**config.mk**
```make
export PLATFORM = sky130hd
export DESIGN_NAME = exp_selftest_seq
export DESIGN_NICKNAME = d
export VERILOG_FILES = /design/src/rtl/exp_selftest_seq.sv
export SDC_FILE = /design/constraint.sdc
export NUM_CORES = 1
export LEC_CHECK = 0
export CORE_MARGIN = 2
export CORE_UTILIZATION = 48
export CTS_BUF_LIST = sky130_fd_sc_hd__clkbuf_16
export DETAILED_ROUTE_END_ITERATION = 8
export PLACE_DENSITY = 0.82
export SLEW_MARGIN = 5
export SYNTH_ARGS = -nofsm -noshare
export SYNTH_HDL_FRONTEND = slang
export SYNTH_SLANG_ARGS = --single-unit
```
**constraint.sdc**
```tcl
create_clock -name clk -period 2.8 [get_ports clk]
set_input_delay 0.42 -clock clk [delete_from_list [all_inputs] [get_ports clk]]
set_output_delay 0.42 -clock clk [all_outputs]
set_load 0.05 [all_outputs]
```
**src/rtl/exp_selftest_seq.sv**
```systemverilog
// On-chip sweep driver for the exponent engines: resets both, pulses go, times
// each engine's done, and checks both results against a built-in vector table.
module exp_selftest_seq #(
   parameter int NUM_TESTS = 8,
   parameter int TIMEOUT   = 1023,
   parameter int RST_CYC   = 2,
   parameter int CNT_W     = 16
) (
   input  logic             clk,
   input  logic             rst,
   input  logic             start_i,
   output logic             dut_rst_o,
   output logic             go_o,
   output logic [7:0]       a_o,
   output logic [7:0]       n_o,
   input  logic [15:0]      res_norm_i,
   input  logic [15:0]      res_opt_i,
   input  logic             done_norm_i,
   input  logic             done_opt_i,
   output logic             busy_o,
   output logic [2:0]       idx_o,
   output logic [CNT_W-1:0] cyc_norm_o,
   output logic [CNT_W-1:0] cyc_opt_o,
   output logic             vec_pass_o,
   output logic             vec_fail_o,
   output logic [3:0]       fail_cnt_o,
   output logic             sweep_done_o
);

   typedef enum logic [2:0] {
      S_IDLE, S_DRST, S_SETTLE, S_GO, S_WAIT, S_CHECK, S_FINISH
   } state_t;

   typedef struct packed {
      logic [7:0]  a;
      logic [7:0]  n;
      logic [15:0] exp_val;
   } vec_t;

   localparam vec_t VEC_TABLE [8] = '{
      '{8'd3,  8'd4,  16'd81},
      '{8'd5,  8'd5,  16'd3125},
      '{8'd2,  8'd15, 16'd32768},
      '{8'd9,  8'd4,  16'd6561},
      '{8'd7,  8'd5,  16'd16807},
      '{8'd2,  8'd14, 16'd16384},
      '{8'd11, 8'd4,  16'd14641},
      '{8'd13, 8'd3,  16'd2197}
   };

   state_t           state;
   logic [7:0]       rst_cnt;
   logic [CNT_W-1:0] cnt;
   logic             lat_norm, lat_opt;
   logic [15:0]      res_norm_q, res_opt_q;

   logic [CNT_W-1:0] cnt_inc;
   logic             lat_norm_nx, lat_opt_nx;
   logic [15:0]      res_norm_nx, res_opt_nx;
   logic             timed_out, vec_ok;
   logic [2:0]       idx_nx;

   // Pass/fail is resolved on the last WAIT cycle so the registered pulse lines
   // up with the CHECK state instead of trailing it by one cycle.
   always_comb begin
      cnt_inc     = (cnt == '1) ? cnt : cnt + CNT_W'(1);
      lat_norm_nx = lat_norm | done_norm_i;
      lat_opt_nx  = lat_opt  | done_opt_i;
      res_norm_nx = lat_norm ? res_norm_q : res_norm_i;
      res_opt_nx  = lat_opt  ? res_opt_q  : res_opt_i;
      timed_out   = cnt_inc >= CNT_W'(TIMEOUT);
      vec_ok      = lat_norm_nx && lat_opt_nx && (res_norm_nx == res_opt_nx) &&
                    (res_norm_nx == VEC_TABLE[idx_o].exp_val);
      idx_nx      = idx_o + 3'd1;
   end

   always_ff @(posedge clk) begin
      // NOTE: every register, including the captured results, is cleared so an
      // aborted sweep leaves no partial status behind.
      if (!rst) begin
         state        <= S_IDLE;
         rst_cnt      <= '0;
         cnt          <= '0;
         lat_norm     <= 1'b0;
         lat_opt      <= 1'b0;
         res_norm_q   <= '0;
         res_opt_q    <= '0;
         dut_rst_o    <= 1'b1;
         go_o         <= 1'b0;
         a_o          <= '0;
         n_o          <= '0;
         busy_o       <= 1'b0;
         idx_o        <= '0;
         cyc_norm_o   <= '0;
         cyc_opt_o    <= '0;
         vec_pass_o   <= 1'b0;
         vec_fail_o   <= 1'b0;
         fail_cnt_o   <= '0;
         sweep_done_o <= 1'b0;
      end else begin
         // NOTE: single-cycle strobes default low here and are raised only in the
         // state that owns them, which keeps them exactly one cycle wide.
         go_o       <= 1'b0;
         vec_pass_o <= 1'b0;
         vec_fail_o <= 1'b0;

         case (state)
            S_IDLE: begin
               if (start_i) begin
                  state        <= S_DRST;
                  busy_o       <= 1'b1;
                  idx_o        <= '0;
                  fail_cnt_o   <= '0;
                  sweep_done_o <= 1'b0;
                  dut_rst_o    <= 1'b0;
                  rst_cnt      <= '0;
                  a_o          <= VEC_TABLE[0].a;
                  n_o          <= VEC_TABLE[0].n;
               end
            end

            S_DRST: begin
               if (rst_cnt == 8'(RST_CYC - 1)) begin
                  dut_rst_o <= 1'b1;
                  state     <= S_SETTLE;
               end else begin
                  rst_cnt <= rst_cnt + 8'd1;
               end
            end

            S_SETTLE: begin
               go_o     <= 1'b1;
               cnt      <= '0;
               lat_norm <= 1'b0;
               lat_opt  <= 1'b0;
               state    <= S_GO;
            end

            S_GO: state <= S_WAIT;

            S_WAIT: begin
               cnt <= cnt_inc;
               if (done_norm_i && !lat_norm) begin
                  lat_norm   <= 1'b1;
                  res_norm_q <= res_norm_i;
                  cyc_norm_o <= cnt_inc;
               end
               if (done_opt_i && !lat_opt) begin
                  lat_opt   <= 1'b1;
                  res_opt_q <= res_opt_i;
                  cyc_opt_o <= cnt_inc;
               end
               if ((lat_norm_nx && lat_opt_nx) || timed_out) begin
                  state <= S_CHECK;
                  if (!lat_norm_nx) cyc_norm_o <= '1;
                  if (!lat_opt_nx)  cyc_opt_o  <= '1;
                  if (vec_ok) begin
                     vec_pass_o <= 1'b1;
                  end else begin
                     vec_fail_o <= 1'b1;
                     fail_cnt_o <= (fail_cnt_o == 4'hF) ? fail_cnt_o : fail_cnt_o + 4'd1;
                  end
               end
            end

            S_CHECK: begin
               if (idx_o == 3'(NUM_TESTS - 1)) begin
                  busy_o       <= 1'b0;
                  sweep_done_o <= 1'b1;
                  state        <= S_FINISH;
               end else begin
                  idx_o     <= idx_nx;
                  dut_rst_o <= 1'b0;
                  rst_cnt   <= '0;
                  a_o       <= VEC_TABLE[idx_nx].a;
                  n_o       <= VEC_TABLE[idx_nx].n;
                  state     <= S_DRST;
               end
            end

            S_FINISH: state <= S_IDLE;

            default: state <= S_IDLE;
         endcase
      end
   end

endmodule

```
==> summary.txt, run 1 <==
Drt
  • Antenna-violating nets left: 0
  • Starting DRT DRC Count: 373
  • Routed length on met3: 1108 um
  • Wire per inst: 17.41 um
  • Total routed wirelength: 17110 um
  • Metal-1 WL: 7226 um
  • Post-route DRC: 0
  • Total number of vias: approximately 5.7k
  • Top Metal Used: met4
  • WL met2: 8433 um
  • Router iterations before antenna repair: 5
  • DR vias/cell: 5.754

Finish
  • Design area: 8104 um^2
  • Layout cell share with drive strength beyond 1: 17.94%
  • Number of fill cells: ~880
  • N_diodes: 0
  • Net count, final: approximately 870
  • Area Overhead vs Synth: 38.07%

Clock tree
  • Clock latency on the worst-skew pair: 420 ps
  • Clk sinks: about 110
  • CTS H-tree depth: 4
  • Num CTS Buffers: 17
  • CTS Hold Bufs: 0
  • CTS root buffer: clkbuf_16
  • Clock slew at reported path FFs: 50 ps
  • CTS tree: done
  • Clock Path Buffers: 2

Timing
  • Final Hold Fails: 0
  • Pins over their slew limit: 0
  • Max Clock Skew: 6.290 ps
  • Final worst setup slack: -36.38 ps
  • Final period util: 101.3%
  • Min cycle time layout: between 2000 and 3000 ps
  • Fmax: 352.6 MHz
  • Worst Max-Slew Pin Slew: 716.3 ps
  • Max-slew headroom: 52.13%
  • RSZ-0062 raised after global routing: true
  • Setup Viol. Count Final: 3

Logic synthesis
  • Synth cell types: 60
  • Top_reg_cell synth: dfxtp_1
  • Top post-synthesis cells by count: dfxtp_1, nand2_1, a21oi_1, nor2_1, mux2i_1
  • Sequential fraction of the synthesis area: 38.88%
  • Area of the mapped netlist: 5869 um^2
  • Asr flop ratio synth: 0%
  • Post-Synthesis Cells: a little under 700
  • Count leader, synth: dfxtp_1
  • Post-synth top area share: 38.88%
  • Leading area contributor after synthesis: dfxtp_1
  • EDFF count, synth: 0
  • Synth warnings: 0
  • Top post-synthesis cells by area: dfxtp_1, mux2i_1, nand2_1
  • #FFs+latches synth: ~110
  • Syn_area_per_cell: between 8 and 9 um^2

Floorplanning
  • Die height: 114.6 um
  • Initial Utilization: between 40 and 50%
  • Die extent in x: 114.6 um
  • Core area: between 10000 and 15000 um^2
  • I/O pin cnt: 98
  • Num rows: 40
  • Die area: 13130 um^2

Critical path
  • Req. time, crit path: 3100 ps
  • CP endpoint kind: flop
  • WS Path Type: reg -> reg
  • Startpoint types: flop
  • Reg2reg setup slack: -40 ps
  • Reg2reg path depth: 12
  • Crit path arrival time: 3140 ps
  • CP max FO: 13

Hold path
  • Worst hold path class: reg -> reg
  • Hold Path Cell Cnt: 2

Pwr
  • Maximum VDD drop: 0.4857 mV
  • Tot Pwr: 4.654 mW
  • Leak: 2.989 nW
  • Pwr per Cell Area: between 500 and 600 nW/um^2

Global routing
  • Initial antenna violation count: 0
  • Vias in the first global route: 5415
  • GR Util All Layers: 25.59%
  • Total gr overflow: 0
  • Pin count of the biggest net entering global routing: 56
  • First-pass GRT wire length: 26360 um

Placement
  • I/O Buffers: 89
  • Final HPWL DP: roughly 12000 um
  • Placer Congestion: 0.9328
  • Cell Area, Placed: about 7200 um^2

Job
  • Max Cap Viol: 0

Status
  • Violated checks: negative setup slack
  • Status: finished, violations left
[state kept, by name, indices dropped and copies added, names as in the netlist, 3 cells and up]
signal      flops
state           3
fail_cnt_o      4
cnt            16
res_norm_q     16
a_o             4
cyc_norm_o     16
cyc_opt_o      16
rst_cnt         8
res_opt_q      16
n_o             4
idx_o           3
[worst max-delay path, stage by stage, from the launching register on]
cell,delay [ps]
dfxtp_1,350
buf_12,160
buf_4,160
mux2i_1,220
buf_4,170
xnor2_1,100
and3b_1,190
o21ai_1,170
a2111oi_2,90
buf_4,150
a311o_1,350
o21ba_4,260
a311o_1,350
[cell usage in the layout (no fill, tap or decap), types with 4 or more instances in the layout]
master | synthesis | layout
bufinv_16 | 0 | 5
nor2_1 | 61 | 61
nand4_1 | 6 | 6
buf_4 | 11 | 71
ha_1 | 12 | 8
a22oi_1 | 14 | 11
and4_1 | 5 | 5
nor3_1 | 13 | 11
mux2i_1 | 38 | 36
mux2_2 | 6 | 6
nand2b_1 | 8 | 8
o21ai_1 | 8 | 9
o21ai_0 | 16 | 15
dfxtp_1 | 114 | 106
nand4_2 | 4 | 4
dfxtp_2 | 0 | 6
or3_1 | 10 | 9
a21oi_1 | 61 | 61
nand2_1 | 100 | 100
nor2b_1 | 6 | 6
nand3_1 | 22 | 22
inv_1 | 9 | 9
conb_1 | 1 | 8
clkdlybuf4s50_1 | 0 | 89
xor2_1 | 15 | 15
clkbuf_16 | 0 | 18
a21o_1 | 5 | 5
and3_1 | 9 | 9
o221a_1 | 24 | 24
xnor2_1 | 11 | 11
[metrics by stage]
step	TNS, ps	hold WS [ps]	utilization [%]	setup slack (ps)	instances
3_3_place_gp	-651.1	440.3	60.56	-210.6	942
2_1_floorplan	0	432.9	-	23.26	695
5_1_grt	-456.2	468.4	67.75	-120.6	983
4_1_cts	0	453.8	66.04	1.297	974
3_5_place_dp	-1336	448.0	60.56	-314.7	942
6_report	-86.15	455.8	67.75	-36.38	983
[path summary, 6_finish.rpt]
| check | start | to |
|---|---|---|
| min reg2reg | res_norm_q[11] | res_norm_q[11] |
| max | lat_norm | fail_cnt_o[2] |
| max reg2reg | lat_norm | fail_cnt_o[2] |
| min | res_norm_q[11] | res_norm_q[11] |
[timing repair]
item | in CTS | in global routing
setup endpoints to repair | 28 | 29
pin swaps | 0 | 14
resized for setup | 5 | 30
setup buffers | 0 | 9
[cell families (layout without fill, tap and decap cells)]
| group | count (synthesis) | in the layout | synth area share [%] |
|---|---|---|---|
| AND/OR/NAND/NOR | 268 | 268 | 22.38 |
| AO/OA/AOI/OAI | 154 | 154 | 18.16 |
| flip-flops | 114 | 114 | 38.88 |
| buffers and inverters | 64 | 205 | 5.350 |
| multiplexers | 49 | 49 | 8.719 |
| XOR/XNOR | 26 | 26 | 3.880 |
| adder cells (fa/ha/maj) | 12 | 12 | 2.558 |
| other | 1 | 8 | 0.06389 |
[report_power, final]
part	internal [mW]	switching [mW]
combinational	0.227	0.362
clock	1.61	0.734
sequential	1.67	0.0572
total	3.50	1.15
[area by class of cell]
class / instances / area [um^2] / share of cell area, %
clock buffers: 18 / 450.4 / 5.558
clock inverters: 14 / 192.7 / 2.378
inverters: 9 / 36.28 / 0.4477
multi-input cells: 517 / 3448 / 42.55
flip-flops and latches: 114 / 2297 / 28.35
well taps: 147 / 183.9 / 2.270
repair buffers: 164 / 1495 / 18.45
[layer usage]
metal	track usage [%]	up-vias
met4	10.98	0
li1	-	2719
met1	31.86	2685
met2	42.49	220
met5	0	-
met3	5.823	32
Note: power is estimated with default switching activity, not from simulation.
==> inputs of run 2 (changes only) <==
Settings changed: HOLD_SLACK_MARGIN set to 0.02.
==> results of run 2 <==
Same layout as run 1: the final DEF is identical, and so are final timing and power.
